==> src/rtl/bird_drawer.sv <==
// rtl/bird_drawer.sv - erases the previous bird sprite and draws the new one, one pixel per clock
module bird_drawer #(
    parameter int          SPRITE_W  = 4,
    parameter int          SPRITE_H  = 4,
    parameter logic [2:0]  BG_COLOUR = 3'b000,
    parameter logic [2:0]  FG_COLOUR = 3'b110
) (
    input  logic       clock,
    input  logic       reset,
    input  logic       frame_tick,
    input  logic [7:0] bird_x,
    input  logic [6:0] bird_y,
    input  logic       visible,
    output logic [7:0] x_out,
    output logic [6:0] y_out,
    output logic [2:0] colour,
    output logic       plot,
    output logic       busy,
    output logic       done,
    output logic       overrun
);

    typedef enum logic [1:0] {IDLE, ERASE, DRAW, FINISH} state_t;

    localparam logic [2:0] COL_LAST = 3'(SPRITE_W - 1);
    localparam logic [2:0] ROW_LAST = 3'(SPRITE_H - 1);

    state_t     state;
    logic [7:0] new_x, old_x;
    logic [6:0] new_y, old_y;
    logic       new_vis, drawn_flag;
    logic [2:0] col, row;
    logic       scan_end;

    // Pixel to issue on the coming edge; the first pixel of a phase is chosen
    // one cycle early so that plots run back-to-back across phase changes.
    logic       pix_en, pix_fg;
    logic [7:0] base_x;
    logic [6:0] base_y;
    logic [2:0] pix_col, pix_row;
    logic [8:0] sum_x;
    logic [7:0] sum_y;
    logic       on_screen, pix_last;
    logic [2:0] next_col, next_row;

    always_comb begin
        pix_en  = 1'b0;
        pix_fg  = 1'b0;
        base_x  = new_x;
        base_y  = new_y;
        pix_col = col;
        pix_row = row;
        case (state)
            IDLE: begin
                if (frame_tick) begin
                    pix_col = 3'd0;
                    pix_row = 3'd0;
                    if (drawn_flag) begin
                        pix_en = 1'b1;
                        base_x = old_x;
                        base_y = old_y;
                    end else if (visible) begin
                        pix_en = 1'b1;
                        pix_fg = 1'b1;
                        base_x = bird_x;
                        base_y = bird_y;
                    end
                end
            end
            ERASE: begin
                if (!scan_end) begin
                    pix_en = 1'b1;
                    base_x = old_x;
                    base_y = old_y;
                end else if (new_vis) begin
                    pix_en  = 1'b1;
                    pix_fg  = 1'b1;
                    pix_col = 3'd0;
                    pix_row = 3'd0;
                end
            end
            DRAW: begin
                if (!scan_end) begin
                    pix_en = 1'b1;
                    pix_fg = 1'b1;
                end
            end
            default: ;
        endcase
    end

    // Sums are one bit wider than the coordinates so off-screen pixels clip rather than wrap.
    assign sum_x     = {1'b0, base_x} + {6'd0, pix_col};
    assign sum_y     = {1'b0, base_y} + {5'd0, pix_row};
    assign on_screen = (sum_x < 9'd160) && (sum_y < 8'd120);
    assign pix_last  = (pix_col == COL_LAST) && (pix_row == ROW_LAST);

    always_comb begin
        next_col = pix_col + 3'd1;
        next_row = pix_row;
        if (pix_col == COL_LAST) begin
            next_col = 3'd0;
            next_row = (pix_row == ROW_LAST) ? 3'd0 : pix_row + 3'd1;
        end
    end

    always_ff @(posedge clock or negedge reset) begin
        if (!reset) begin
            state      <= IDLE;
            x_out      <= 8'd0;
            y_out      <= 7'd0;
            colour     <= 3'd0;
            plot       <= 1'b0;
            busy       <= 1'b0;
            done       <= 1'b0;
            overrun    <= 1'b0;
            new_x      <= 8'd0;
            new_y      <= 7'd0;
            new_vis    <= 1'b0;
            old_x      <= 8'd0;
            old_y      <= 7'd0;
            drawn_flag <= 1'b0;
            col        <= 3'd0;
            row        <= 3'd0;
            scan_end   <= 1'b0;
        end else begin
            plot <= 1'b0;
            done <= 1'b0;
            if (pix_en) begin
                if (on_screen) begin
                    x_out  <= sum_x[7:0];
                    y_out  <= sum_y[6:0];
                    colour <= pix_fg ? FG_COLOUR : BG_COLOUR;
                    plot   <= 1'b1;
                end
                col      <= next_col;
                row      <= next_row;
                scan_end <= pix_last;
            end
            if (frame_tick && state != IDLE)
                overrun <= 1'b1;
            case (state)
                IDLE: begin
                    if (frame_tick) begin
                        new_x   <= bird_x;
                        new_y   <= bird_y;
                        new_vis <= visible;
                        busy    <= 1'b1;
                        if (drawn_flag)
                            state <= ERASE;
                        else if (visible)
                            state <= DRAW;
                        else begin
                            state <= FINISH;
                            done  <= 1'b1;
                        end
                    end
                end
                ERASE: begin
                    if (scan_end) begin
                        if (new_vis)
                            state <= DRAW;
                        else begin
                            state <= FINISH;
                            done  <= 1'b1;
                        end
                    end
                end
                DRAW: begin
                    if (scan_end) begin
                        state <= FINISH;
                        done  <= 1'b1;
                    end
                end
                FINISH: begin
                    old_x      <= new_x;
                    old_y      <= new_y;
                    drawn_flag <= new_vis;
                    scan_end   <= 1'b0;
                    busy       <= 1'b0;
                    state      <= IDLE;
                end
                default: state <= IDLE;
            endcase
        end
    end

endmodule

==> config.mk <==
export PLATFORM = sky130hd
export DESIGN_NAME = bird_drawer
export DESIGN_NICKNAME = d
export VERILOG_FILES = /design/src/rtl/bird_drawer.sv
export SDC_FILE = /design/constraint.sdc
export NUM_CORES = 1
export LEC_CHECK = 0
export ABC_AREA = 1
export CAP_MARGIN = 20
export CORE_UTILIZATION = 30
export CTS_CLUSTER_SIZE = 30
export DETAILED_ROUTE_END_ITERATION = 7
export GPL_ROUTABILITY_DRIVEN = 0
export PLACE_DENSITY = 0.55
export SETUP_SLACK_MARGIN = 0.2
export SKIP_CTS_REPAIR_TIMING = 1
export SYNTH_ARGS = -nofsm -noshare
export SYNTH_HDL_FRONTEND = slang
export SYNTH_SLANG_ARGS = --single-unit
==> constraint.sdc <==
create_clock -name clock -period 4.1 [get_ports clock]
set_input_delay 0.41 -clock clock [delete_from_list [all_inputs] [get_ports clock]]
set_output_delay 0.41 -clock clock [all_outputs]
set_load 0.005 [all_outputs]
==> flow_metrics.tcl <==
set metrics [dict create \
    grt_pass1_vias 2857 \
    rows 38 \
    rsz0062_at_grt "no" \
    path_clk_slew_ns 0.05 \
    wl_met3_um 341 \
    crit_type "register to register" \
    synth-main-ff-cell "dfrtp_1" \
    die_w_um 109.3 \
    syn-num-nets 484 \
    hold_viol_final 0 \
    fin_cells 638 \
    worst_hold_slack_ns 0.05308 \
    ys_seq_area_share_pct 44.22 \
    synth_edf_count 0 \
    tightest_slew_ns 0.5177 \
    cpPeakStageDelay_ns 0.41 \
    min_period_ns 3.540 \
    synth_top_area_share_pct 44.22 \
    worstPathCellList "inv_1 -> ha_2 -> inv_2 -> nor2_2 -> nor2_4 -> nand2_2 -> nand2_1 -> inv_1 -> ha_1 -> inv_1 -> fa_1 -> o21ai_1 -> nand2_1 -> nor2_1 -> nand2_1 -> nand2_1 -> nand2_2 -> nand2_4 -> nand3_4 -> nand2_1 -> nand2_1" \
    htreeDepth 3 \
    drt-total-wl_um 8036 \
    cts_made_buffers 9 \
    antenna_left 0 \
    cts_root_buffer "clkbuf_16" \
    grt_max_degree 40 \
    cp_num_buf_inv 4 \
    ios 41 \
    place_inst 622 \
    drtIter0Drc 150 \
    cp-end-kind "register" \
    wl_met1_um 3920 \
    final_nets 526 \
    clk_latency_ns 0.33 \
    irDropWorstVdd_uv 364.6 \
    die_y_um 109.3 \
    critPathSlowestCell "fa_1" \
    synth_area_um2 3452 \
    synth_async_sr_flop_share_pct 100.0 \
    cts_tree "done" \
    synth.distinct_cells 35 \
    yosys.area.top_type "dfrtp_1" \
    antenna_found_initial 0 \
    num_vias 2941 \
    hold_path.class "primary input to async pin" \
    drt-wirelength-per-cell_um 12.60 \
    synth_warnings 0 \
    area_growth_pct 25.15 \
    place_area_um2 3973 \
    fin_crit_sh_pct 86.34 \
    drc 0 \
    coreArea_um2 11030 \
    status "finished, final reports clean" \
    top_layer "met4" \
    cp_top_family "simple AND/OR/NAND/NOR gates" \
    grt-ovfl-total 0 \
    synthTopCellsByArea "dfrtp_1 (44%), nand2_1 (20%), inv_1 (6.5%)" \
    drt-pass1-iter-count 4 \
    finalPower_mw 3.591 \
    numPortBuffers 39 \
    num_antenna_cells 0 \
    required_ns 4.32 \
    maxCapViolations 0 \
    start_kind "register" \
    cts_sinks 61 \
    fin_area_um2 4320 \
    initial_core_util_pct 31.30 \
    drv_slew 0 \
    drive_above_1_share_pct 9.036 \
    grt_pass1_wl_um 14010 \
    slew_headroom_pct 65.49 \
    fmax_ghz 0.2825 \
    cpMostUsedCell "nand2_1" \
    dieArea_um2 11940 \
    vias_per_cell 4.610 \
    synth_area_per_cell_um2 7.654 \
    grtUsageTotal_pct 15.54 \
    tns_ns 0 \
    power_leakage_nw 2.224 \
    critPathMaxFanout 17 \
    finalSetupViolations 0 \
    worstPathArrival_ns 3.76 \
    place_hpwl_um 5869 \
    powerDensity_nw_per_um2 831.2 \
    wl_met2_um 3600 \
    finClkSkew_ns 0.007347 \
    synthCells 451 \
    ys_seq_elements 61 \
    clock_path_buffers 2 \
]
-- cell type report --
type / count / area, um2
fill: 1161 / 6710
multi-input combinational: 314 / 1613
sequential: 61 / 1526
timing repair buffer: 45 / 430.4
inverter: 62 / 235.2
clock buffer: 10 / 229.0
tap: 140 / 175.2
clock inverter: 6 / 111.4
-- metrics by stage --
step / worst slack (ns) / utilization (%)
5_1_grt: 0.2227 / 39.17
4_1_cts: 0.1918 / 39.10
3_3_place_gp: 0.2649 / 36.01
2_1_floorplan: 0.9545 / -
3_5_place_dp: 0.1149 / 36.01
6_report: 0.5600 / 39.17
-- logic make-up (layout without fill, tap and decap cells) --
kind of cell               Yosys count  count (layout)  synth area share (%)
DFF                                 61              61                 44.22
other                                1               1                0.1086
buffers and inverters               76             123                 9.279
and+or+nand+nor                    247             247                 31.71
adders and majority gates           14              14                 5.509
xor gates and xnor gates             4               4                 1.015
AOI/OAI and AO/OA                   48              48                 8.155
-- cell usage in the layout (no fill, tap or decap), types with 5 or more instances in the layout --
master / synthesis / routed
ha_1: 12 / 11
clkbuf_16: 0 / 9
nand2_1: 183 / 182
o21ai_0: 26 / 25
nand2_2: 8 / 9
a21oi_1: 5 / 5
clkdlybuf4s50_1: 0 / 38
nand3_1: 11 / 11
dfrtp_1: 61 / 61
nor2_1: 14 / 13
nand4_1: 19 / 19
buf_4: 4 / 6
inv_1: 60 / 60
o221ai_1: 5 / 5
-- state kept, by name, indices dropped and copies added (netlist names), 2 cells and up --
| register | count |
|---|---|
| state | 2 |
| row | 3 |
| col | 3 |
| old_y | 7 |
| new_x | 8 |
| new_y | 7 |
| old_x | 8 |
| x_out | 8 |
| y_out | 7 |
-- power breakdown --
group          total, mW  switching [mW]  internal, mW
combinational       1.73            1.07         0.654
clock              0.866           0.273         0.593
sequential          1.00           0.145         0.855
-- routing by layer --
layer / up-vias / track usage (%)
met2: 64 / 24.08
li1: 1507 / -
met3: 18 / 4.363
met5: - / 0
met4: 0 / 6.476
met1: 1352 / 20.28
-- final timing paths --
check | start | endpoint | slack (ns) | cells past startpoint
hold reg to reg | overrun | overrun | 0.45 | 1
min in group clock | overrun | overrun | 0.45 | 1
setup reg to reg | state[0] | y_out[4] | 0.56 | 21
setup / recovery | state[0] | y_out[4] | 0.56 | 21
hold / removal | reset | col[0] | 0.05 | 1
max in group asynchronous | reset | overrun | 3.15 | 2
-- cell usage after synthesis, types with 2 or more instances --
library cell	count
nand2_1	183
dfrtp_1	61
inv_1	60
o21ai_0	26
nand4_1	19
nor2_1	14
ha_1	12
nand3_1	11
nand2_2	8
clkbuf_1	6
a21oi_1	5
o221ai_1	5
buf_4	4
a31oi_1	3
nand2_4	3
nor2_4	3
o22ai_1	3
xnor2_1	3
buf_2	2
buf_6	2
fa_1	2
nand3_4	2
o21bai_1	2
No activity file was read; power rests on OpenSTA's default activity.
